--- src/rtl/channel_supervisor_pkg.sv ---
// Shared types for channel_supervisor: channel state, LED mode and timer sizing.
package channel_supervisor_pkg;

  typedef enum logic [2:0] {
    CH_ABSENT       = 3'd0,
    CH_DEBOUNCE_IN  = 3'd1,
    CH_RESETTING    = 3'd2,
    CH_PRESENT      = 3'd3,
    CH_FAULT        = 3'd4,
    CH_DEBOUNCE_OUT = 3'd5
  } ch_state_e;

  typedef enum logic [1:0] {
    LED_OFF   = 2'd0,
    LED_SLOW  = 2'd1,
    LED_SOLID = 2'd2,
    LED_FAST  = 2'd3
  } led_mode_e;

  // The extra bit keeps the largest threshold comfortably below saturation.
  function automatic int timer_width(input int deb, input int hold, input int run_to);
    int m;
    m = deb;
    if (hold > m) m = hold;
    if (run_to > m) m = run_to;
    return $clog2(m) + 1;
  endfunction

endpackage

--- src/rtl/channel_supervisor_lane.sv ---
// One channel: presence synchroniser, supervision FSM, shared timer, registered outputs.
// Optional CHANNEL_SUPERVISOR_RETRY_EN: a persisting FAULT re-runs the module reset sequence.
module channel_supervisor_lane
  import channel_supervisor_pkg::*;
#(
  parameter int DEBOUNCE_CYCLES    = 2_000_000,
  parameter int RESET_HOLD_CYCLES  = 20_000_000,
  parameter int RUN_TIMEOUT_CYCLES = 400_000_000
) (
  input  logic clock_i,
  input  logic reset_i,
  input  logic modprsl_i,
  input  logic run_i,
  input  logic slow_phase_i,
  input  logic fast_phase_i,
  output logic module_resetl_o,
  output logic hpd_o,
  output logic fault_o,
  output logic led_o
);

  localparam int TW = timer_width(DEBOUNCE_CYCLES, RESET_HOLD_CYCLES, RUN_TIMEOUT_CYCLES);
  localparam logic [TW-1:0] TIMER_MAX = {TW{1'b1}};
  localparam logic [TW-1:0] DEB_LAST  = TW'(DEBOUNCE_CYCLES - 1);
  localparam logic [TW-1:0] HOLD_LAST = TW'(RESET_HOLD_CYCLES - 1);
  localparam logic [TW-1:0] RUN_LAST  = TW'(RUN_TIMEOUT_CYCLES - 1);

  logic          sync1_q, sync2_q;
  logic          present_s;
  ch_state_e     state_q, state_d;
  ch_state_e     ret_q, ret_d;
  logic [TW-1:0] timer_q, timer_d, timer_inc_s;
  logic          mrl_q, mrl_d, hpd_q, hpd_d, fault_q, fault_d, led_q, led_d;
  logic          ret_up_s;
  led_mode_e     led_mode_s;

  assign present_s   = ~sync2_q;
  assign timer_inc_s = (timer_q == TIMER_MAX) ? timer_q : timer_q + TW'(1);

  // Next-state logic; every transition clears the timer.
  always_comb begin
    state_d = state_q;
    ret_d   = ret_q;
    timer_d = timer_inc_s;
    case (state_q)
      CH_ABSENT: begin
        timer_d = '0;
        if (present_s) state_d = CH_DEBOUNCE_IN;
        else           state_d = CH_ABSENT;
      end
      CH_DEBOUNCE_IN: begin
        if (!present_s) begin
          state_d = CH_ABSENT;
          timer_d = '0;
        end else if (timer_q == DEB_LAST) begin
          state_d = CH_RESETTING;
          timer_d = '0;
        end else begin
          timer_d = timer_inc_s;
        end
      end
      CH_RESETTING: begin
        if (!present_s) begin
          state_d = CH_DEBOUNCE_OUT;
          ret_d   = CH_RESETTING;
          timer_d = '0;
        end else if (timer_q == HOLD_LAST) begin
          state_d = CH_PRESENT;
          timer_d = '0;
        end else begin
          timer_d = timer_inc_s;
        end
      end
      CH_PRESENT: begin
        if (!present_s) begin
          state_d = CH_DEBOUNCE_OUT;
          ret_d   = CH_PRESENT;
          timer_d = '0;
        end else if (run_i) begin
          timer_d = '0;
        end else if (timer_q == RUN_LAST) begin
          state_d = CH_FAULT;
          timer_d = '0;
        end else begin
          timer_d = timer_inc_s;
        end
      end
      CH_FAULT: begin
        if (!present_s) begin
          state_d = CH_DEBOUNCE_OUT;
          ret_d   = CH_FAULT;
          timer_d = '0;
        end else if (run_i) begin
          state_d = CH_PRESENT;
          timer_d = '0;
`ifdef CHANNEL_SUPERVISOR_RETRY_EN
        end else if (timer_q == RUN_LAST) begin
          state_d = CH_RESETTING;
          timer_d = '0;
`endif
        end else begin
          timer_d = timer_inc_s;
        end
      end
      CH_DEBOUNCE_OUT: begin
        if (present_s) begin
          state_d = ret_q;
          timer_d = '0;
        end else if (timer_q == DEB_LAST) begin
          state_d = CH_ABSENT;
          timer_d = '0;
        end else begin
          timer_d = timer_inc_s;
        end
      end
      default: begin
        state_d = CH_ABSENT;
        ret_d   = CH_ABSENT;
        timer_d = '0;
      end
    endcase
  end

  // Output decode from the next state so outputs change on the transition edge.
  always_comb begin
    ret_up_s = (ret_d == CH_PRESENT) || (ret_d == CH_FAULT);
    mrl_d    = (state_d == CH_PRESENT) || (state_d == CH_FAULT) ||
               ((state_d == CH_DEBOUNCE_OUT) && ret_up_s);
    hpd_d    = mrl_d;
    fault_d  = (state_d == CH_FAULT);
    case (state_d)
      CH_RESETTING: led_mode_s = LED_SLOW;
      CH_PRESENT:   led_mode_s = run_i ? LED_SOLID : LED_SLOW;
      CH_FAULT:     led_mode_s = LED_FAST;
      default:      led_mode_s = LED_OFF;
    endcase
    case (led_mode_s)
      LED_SLOW:  led_d = ~slow_phase_i;
      LED_SOLID: led_d = 1'b0;
      LED_FAST:  led_d = ~fast_phase_i;
      default:   led_d = 1'b1;
    endcase
  end

  // Synchroniser, FSM and output registers.
  always_ff @(posedge clock_i) begin
    if (reset_i) begin
      sync1_q <= 1'b1;
      sync2_q <= 1'b1;
      state_q <= CH_ABSENT;
      ret_q   <= CH_ABSENT;
      timer_q <= '0;
      mrl_q   <= 1'b0;
      hpd_q   <= 1'b0;
      fault_q <= 1'b0;
      led_q   <= 1'b1;
    end else begin
      sync1_q <= modprsl_i;
      sync2_q <= sync1_q;
      state_q <= state_d;
      ret_q   <= ret_d;
      timer_q <= timer_d;
      mrl_q   <= mrl_d;
      hpd_q   <= hpd_d;
      fault_q <= fault_d;
      led_q   <= led_d;
    end
  end

  assign module_resetl_o = mrl_q;
  assign hpd_o           = hpd_q;
  assign fault_o         = fault_q;
  assign led_o           = led_q;

endmodule

--- src/rtl/channel_supervisor.sv ---
// N-channel QSFP/HDMI supervisor: shared blink prescaler, per-channel lanes, power LED.
// Optional CHANNEL_SUPERVISOR_RETRY_EN enables automatic module re-reset on persisting FAULT.
module channel_supervisor
  import channel_supervisor_pkg::*;
#(
  parameter int CHANNEL_COUNT      = 2,
  parameter int CLOCK_FREQUENCY    = 200_000_000,
  parameter int DEBOUNCE_CYCLES    = 2_000_000,
  parameter int RESET_HOLD_CYCLES  = 20_000_000,
  parameter int RUN_TIMEOUT_CYCLES = 400_000_000
) (
  input  logic                     clock,
  input  logic                     reset,
  input  logic [CHANNEL_COUNT-1:0] modprsl,
  input  logic [CHANNEL_COUNT-1:0] run,
  output logic [CHANNEL_COUNT-1:0] module_resetl,
  output logic [CHANNEL_COUNT-1:0] hpd,
  output logic [CHANNEL_COUNT-1:0] fault,
  output logic [CHANNEL_COUNT:0]   led
);

  localparam int SLOW_HALF = CLOCK_FREQUENCY / 2;
  localparam int FAST_HALF = (CLOCK_FREQUENCY / 8 > 0) ? CLOCK_FREQUENCY / 8 : 1;
  localparam int PW        = ($clog2(SLOW_HALF) > 0) ? $clog2(SLOW_HALF) : 1;
  localparam logic [PW-1:0] SLOW_LAST = PW'(SLOW_HALF - 1);
  localparam logic [PW-1:0] FAST_LAST = PW'(FAST_HALF - 1);

  logic [PW-1:0]            slow_cnt_q, fast_cnt_q;
  logic                     slow_phase_q, fast_phase_q;
  logic                     led_pwr_q;
  logic [CHANNEL_COUNT-1:0] lane_led_s;

  // Shared prescaler keeps all channel LEDs blinking in phase.
  always_ff @(posedge clock) begin
    if (reset) begin
      slow_cnt_q   <= '0;
      fast_cnt_q   <= '0;
      slow_phase_q <= 1'b0;
      fast_phase_q <= 1'b0;
    end else begin
      if (slow_cnt_q == SLOW_LAST) begin
        slow_cnt_q   <= '0;
        slow_phase_q <= ~slow_phase_q;
      end else begin
        slow_cnt_q   <= slow_cnt_q + PW'(1);
      end
      if (fast_cnt_q == FAST_LAST) begin
        fast_cnt_q   <= '0;
        fast_phase_q <= ~fast_phase_q;
      end else begin
        fast_cnt_q   <= fast_cnt_q + PW'(1);
      end
    end
  end

  // Power LED is lit (low) whenever the block is out of reset.
  always_ff @(posedge clock) begin
    led_pwr_q <= reset;
  end

  for (genvar g = 0; g < CHANNEL_COUNT; g++) begin : g_lane
    channel_supervisor_lane #(
      .DEBOUNCE_CYCLES   (DEBOUNCE_CYCLES),
      .RESET_HOLD_CYCLES (RESET_HOLD_CYCLES),
      .RUN_TIMEOUT_CYCLES(RUN_TIMEOUT_CYCLES)
    ) u_lane (
      .clock_i        (clock),
      .reset_i        (reset),
      .modprsl_i      (modprsl[g]),
      .run_i          (run[g]),
      .slow_phase_i   (slow_phase_q),
      .fast_phase_i   (fast_phase_q),
      .module_resetl_o(module_resetl[g]),
      .hpd_o          (hpd[g]),
      .fault_o        (fault[g]),
      .led_o          (lane_led_s[g])
    );
  end

  assign led = {led_pwr_q, lane_led_s};

endmodule

--- config.mk ---
export PLATFORM = sky130hd
export DESIGN_NAME = channel_supervisor
export DESIGN_NICKNAME = d
export VERILOG_FILES = /design/src/rtl/channel_supervisor_pkg.sv /design/src/rtl/channel_supervisor_lane.sv /design/src/rtl/channel_supervisor.sv
export SDC_FILE = /design/constraint.sdc
export NUM_CORES = 1
export LEC_CHECK = 0
export ABC_AREA = 1
export CORE_ASPECT_RATIO = 1.25
export CORE_UTILIZATION = 50
export CTS_CLUSTER_SIZE = 24
export DETAILED_ROUTE_END_ITERATION = 10
export PLACE_DENSITY = 0.77
export SYNTH_ARGS = -nofsm -noshare
export SYNTH_HDL_FRONTEND = slang
export SYNTH_HIERARCHICAL = 1
export SYNTH_SLANG_ARGS = --single-unit
--- constraint.sdc ---
create_clock -name clock -period 3.55 [get_ports clock]
set_input_delay 0.5325 -clock clock [delete_from_list [all_inputs] [get_ports clock]]
set_output_delay 0.5325 -clock clock [all_outputs]
set_load 0.02 [all_outputs]
==> impl_metrics.csv <==
group,metric,value,unit
detailed_routing,post-route-drc-count,0,
clocking,cts_setup_buffers,0,
detailed_routing,route.detailed.vias_per_inst,5.21,
timing,max_slew.worst_pin.slew,0.776,ns
detailed_routing,dr_wl_met2,10200,um
detailed_routing,totalWireLength,20600,um
floorplan,die-height,148,um
timing,slew_violations,0,
clocking,postCtsResizedCells,0,
floorplan,floorplan.initialDensity,51.1,%
worst_setup_path,worst-endpoint-required,3.84,ns
clocking,clock_tree.buffer_depth,2,
cells_and_area,final_common_cell,"nand2_1",
yosys,yosysWarnings,6,
power,vdd_ir_drop_max,0.305,mV
grt,global_route.usage.total,24.4,%
grt,globalRouteOverflowTotal,0,
detailed_routing,routed-via-count,8468,
yosys,syn_nets,1389,
worst_setup_path,timing.critical_path.buf_inv,2,
detailed_routing,top_layer_used,"met4",
timing,totalNegativeSetupSlack,0,ns
grt,grt_antenna_before_repair,0,
yosys,synthArstFlopShare,0,%
power,comb_power_share,1.7,%
yosys,synth_edf_count,0,
worst_setup_path,end_kind,"flop",
yosys,mappedNetlistArea,8570,um^2
placement,placed_cell_area,8850,um^2
yosys,syn-mean-instance-area,6.22,um^2
timing,timing.max_slew.rel_slack,48.1,%
timing,final_critical_path_setup_slack,1.16,ns
worst_setup_path,critical_path.max_fanout,11,
worst_setup_path,critical-path-top-delay-family,"simple AND/OR/NAND/NOR gates",
floorplan,floorplan.rows,53,
clocking,htree_levels,4,
grt,wire_length_of_the_first_global_routing_pass,35300,um
power,swShare,20.3,%
yosys,postSynthCellCount,1379,
clocking,worst_skew_pair.late_latency,0.42,ns
detailed_routing,route.detailed.wl_per_inst,12.7,um
clocking,cts.root.buffer_cell,"clkbuf_16",
placement,globalplace.congestion,0.940,
detailed_routing,first_pass_iters,5,
yosys,number_of_synthesized_register_bits,139,
worst_setup_path,timing.critical_path.cells,"ha_1, inv_1, nor2_4, nand2_4, nor4_4, inv_2, nor2_1, nor3_1",
clocking,postCtsHoldBufs,0,
grt,maximum_number_of_pins_on_one_net_before_global_route_repair,31,
hold_path,hold_class,"reg -> reg",
yosys,netlist.top_cell.by_area,"dfxtp_1",
clocking,cts.sinks,139,
floorplan,die_area,17700,um^2
cells_and_area,layout-drive-gt1-share,7.90,%
yosys,synthDominantCellAreaShare,32.5,%
yosys,synthDistinctLibCells,45,
placement,io_buffers,14,
yosys,synth.yosys.seq_area_share,32.5,%
power,netSwitchingPower,0.703,mW
worst_setup_path,critical_path.slowest_cell,"nor4_4",
worst_setup_path,cp.arrival,2.69,ns
cells_and_area,antennaDiodeCount,0,
flow_run,drv.max_cap_violation_count,0,
power,p_clk_share,52.7,%
worst_setup_path,timing.critical_path.from_type,"flop",
clocking,path_clk_slew,0.06,ns
timing,fmaxAchievable,0.418,GHz
cells_and_area,design_area,9450,um^2
placement,place.detailed.hpwl,15300,um
timing,worst_clock_skew,0.00595,ns
detailed_routing,wl_met3,881,um
timing,post_route_clock_period_utilization,67.4,%
floorplan,floorplan.core_area,16800,um^2
grt,first_global_vias,8060,
timing,post-route-min-period,2.39,ns
cells_and_area,final_core_util,56.3,%
worst_setup_path,critical_path_class,"reg -> reg",
cells_and_area,mostFrequentLayoutCells,"nand2_1 (373), nor2_1 (298), inv_1 (152)",
detailed_routing,detail_route.wirelength.met1,8870,um
timing,grt_setup_unrepaired,"false",
worst_setup_path,regToRegSetupSlack,1.16,ns
floorplan,floorplan.die.width,119,um
power,power.density,367,nW/um^2
clocking,cts_tree,"built",
detailed_routing,detail-route-antenna-nets,0,
timing,setup_viol,0,
cells_and_area,finalNetCount,1404,
yosys,synth-main-ff-cell,"dfxtp_1",
power,seqPwrFrac,45.6,%
detailed_routing,drt_iter0_drc,622,
timing,finalHoldViolations,0,
cells_and_area,area_growth,10.3,%
cells_and_area,fillers,1627,
power,intPower,2.76,mW
power,leakage,3.51,nW
placement,post-place-ws,0.922,ns
yosys,synth_top_cells_by_area,"dfxtp_1 (32%), nand2_1 (16%), nor2_1 (13%), inv_1 (6.7%), nand3_1 (4.3%)",
status,result_of_the_run,"finished, final reports clean",
clocking,cts_inserted_buffers,17,
worst_setup_path,critPathMaxStageDelay,0.60,ns
floorplan,top_level_ports,15,
## cell usage after synthesis, types with 3 or more instances
cell type	number
a21oi_2	3
nor4_1	9
nand2_1	373
nand3_2	7
a31oi_1	3
xnor2_1	12
dfxtp_1	139
nand2_2	13
nand2_4	3
o21ai_0	27
nand4_1	30
nor2_2	19
buf_4	7
inv_1	152
or2_2	15
a21oi_1	63
nor3_1	40
nand3b_1	3
and2_1	3
nor2_4	10
xor2_1	36
buf_2	4
nor2_1	298
nand3_1	73
clkbuf_1	3
inv_2	3
ha_1	4
buf_6	6
## state kept, by name, indices dropped and copies added (netlist names)
register               flops
g_lane.u_lane/sync2_q      2
g_lane.u_lane/state_q      6
fast_cnt_q                27
led_pwr_q                  1
g_lane.u_lane/fault_o      2
slow_cnt_q                27
g_lane.u_lane/sync1_q      2
g_lane.u_lane/ret_q        6
g_lane.u_lane/led_o        2
g_lane.u_lane/hpd_o        2
fast_phase_q               1
slow_phase_q               1
g_lane.u_lane/timer_q     60
## worst register-to-register path, stage by stage, from the launching register on
cell     delay [ns]
dfxtp_1        0.43
ha_1           0.22
inv_1          0.12
nor2_4         0.26
nand2_4        0.16
nor4_4         0.61
inv_2          0.27
nor2_1         0.15
nor3_1         0.07
## path summary, 6_finish.rpt
path	endpoint	cells past startpoint	from
setup / recovery	g_lane[1].u_lane/timer_q[0]	8	g_lane[1].u_lane/timer_q[0]
hold / removal	g_lane[0].u_lane/sync2_q	1	g_lane[0].u_lane/sync1_q
setup reg to reg	g_lane[1].u_lane/timer_q[0]	8	g_lane[1].u_lane/timer_q[0]
hold reg to reg	g_lane[0].u_lane/sync2_q	1	g_lane[0].u_lane/sync1_q
## area by class of cell
type / count / area [um^2] / share of cell area (%)
clock buffers: 24 / 492 / 5.20
clock inverters: 6 / 111 / 1.18
inverters: 158 / 596 / 6.30
multi-input cells: 1062 / 5040 / 53.3
flip-flops and latches: 139 / 2780 / 29.4
well taps: 220 / 275 / 2.91
repair buffers: 16 / 155 / 1.64
## through the flow
step           cells  total power [mW]  hold slack, ns
2_1_floorplan   1379              1.66           0.389
3_3_place_gp    1595              1.67           0.422
3_5_place_dp    1595              1.67           0.427
4_1_cts         1625              3.50           0.440
5_1_grt         1625              3.57           0.464
6_report        1625              3.47           0.443
## power by group through the flow
stage | sequential [mW] | clock, mW | combinational [mW]
6_report | 1.58 | 1.83 | 0.0580
3_3_place_gp | 1.61 | 0 | 0.0570
3_5_place_dp | 1.61 | 0 | 0.0583
4_1_cts | 1.58 | 1.86 | 0.0586
5_1_grt | 1.58 | 1.93 | 0.0655
2_1_floorplan | 1.61 | 0 | 0.0461
## logic make-up (layout without fill, tap and decap cells)
kind of cell / after synthesis / in the layout / share of synthesized area [%]
AOI/OAI and AO/OA: 104 / 104 / 6.45
xor gates and xnor gates: 48 / 48 / 4.91
adders and majority gates: 4 / 4 / 0.584
buffers and inverters: 178 / 204 / 8.72
DFF: 139 / 139 / 32.5
and+or+nand+nor: 906 / 906 / 46.9
## routing by layer
metal	global-route usage, %	up-vias
met2	44.0	224
met5	0	-
li1	-	4364
met1	27.7	3824
met4	12.0	0
met3	4.03	56
No activity file was read; power rests on OpenSTA's default activity.
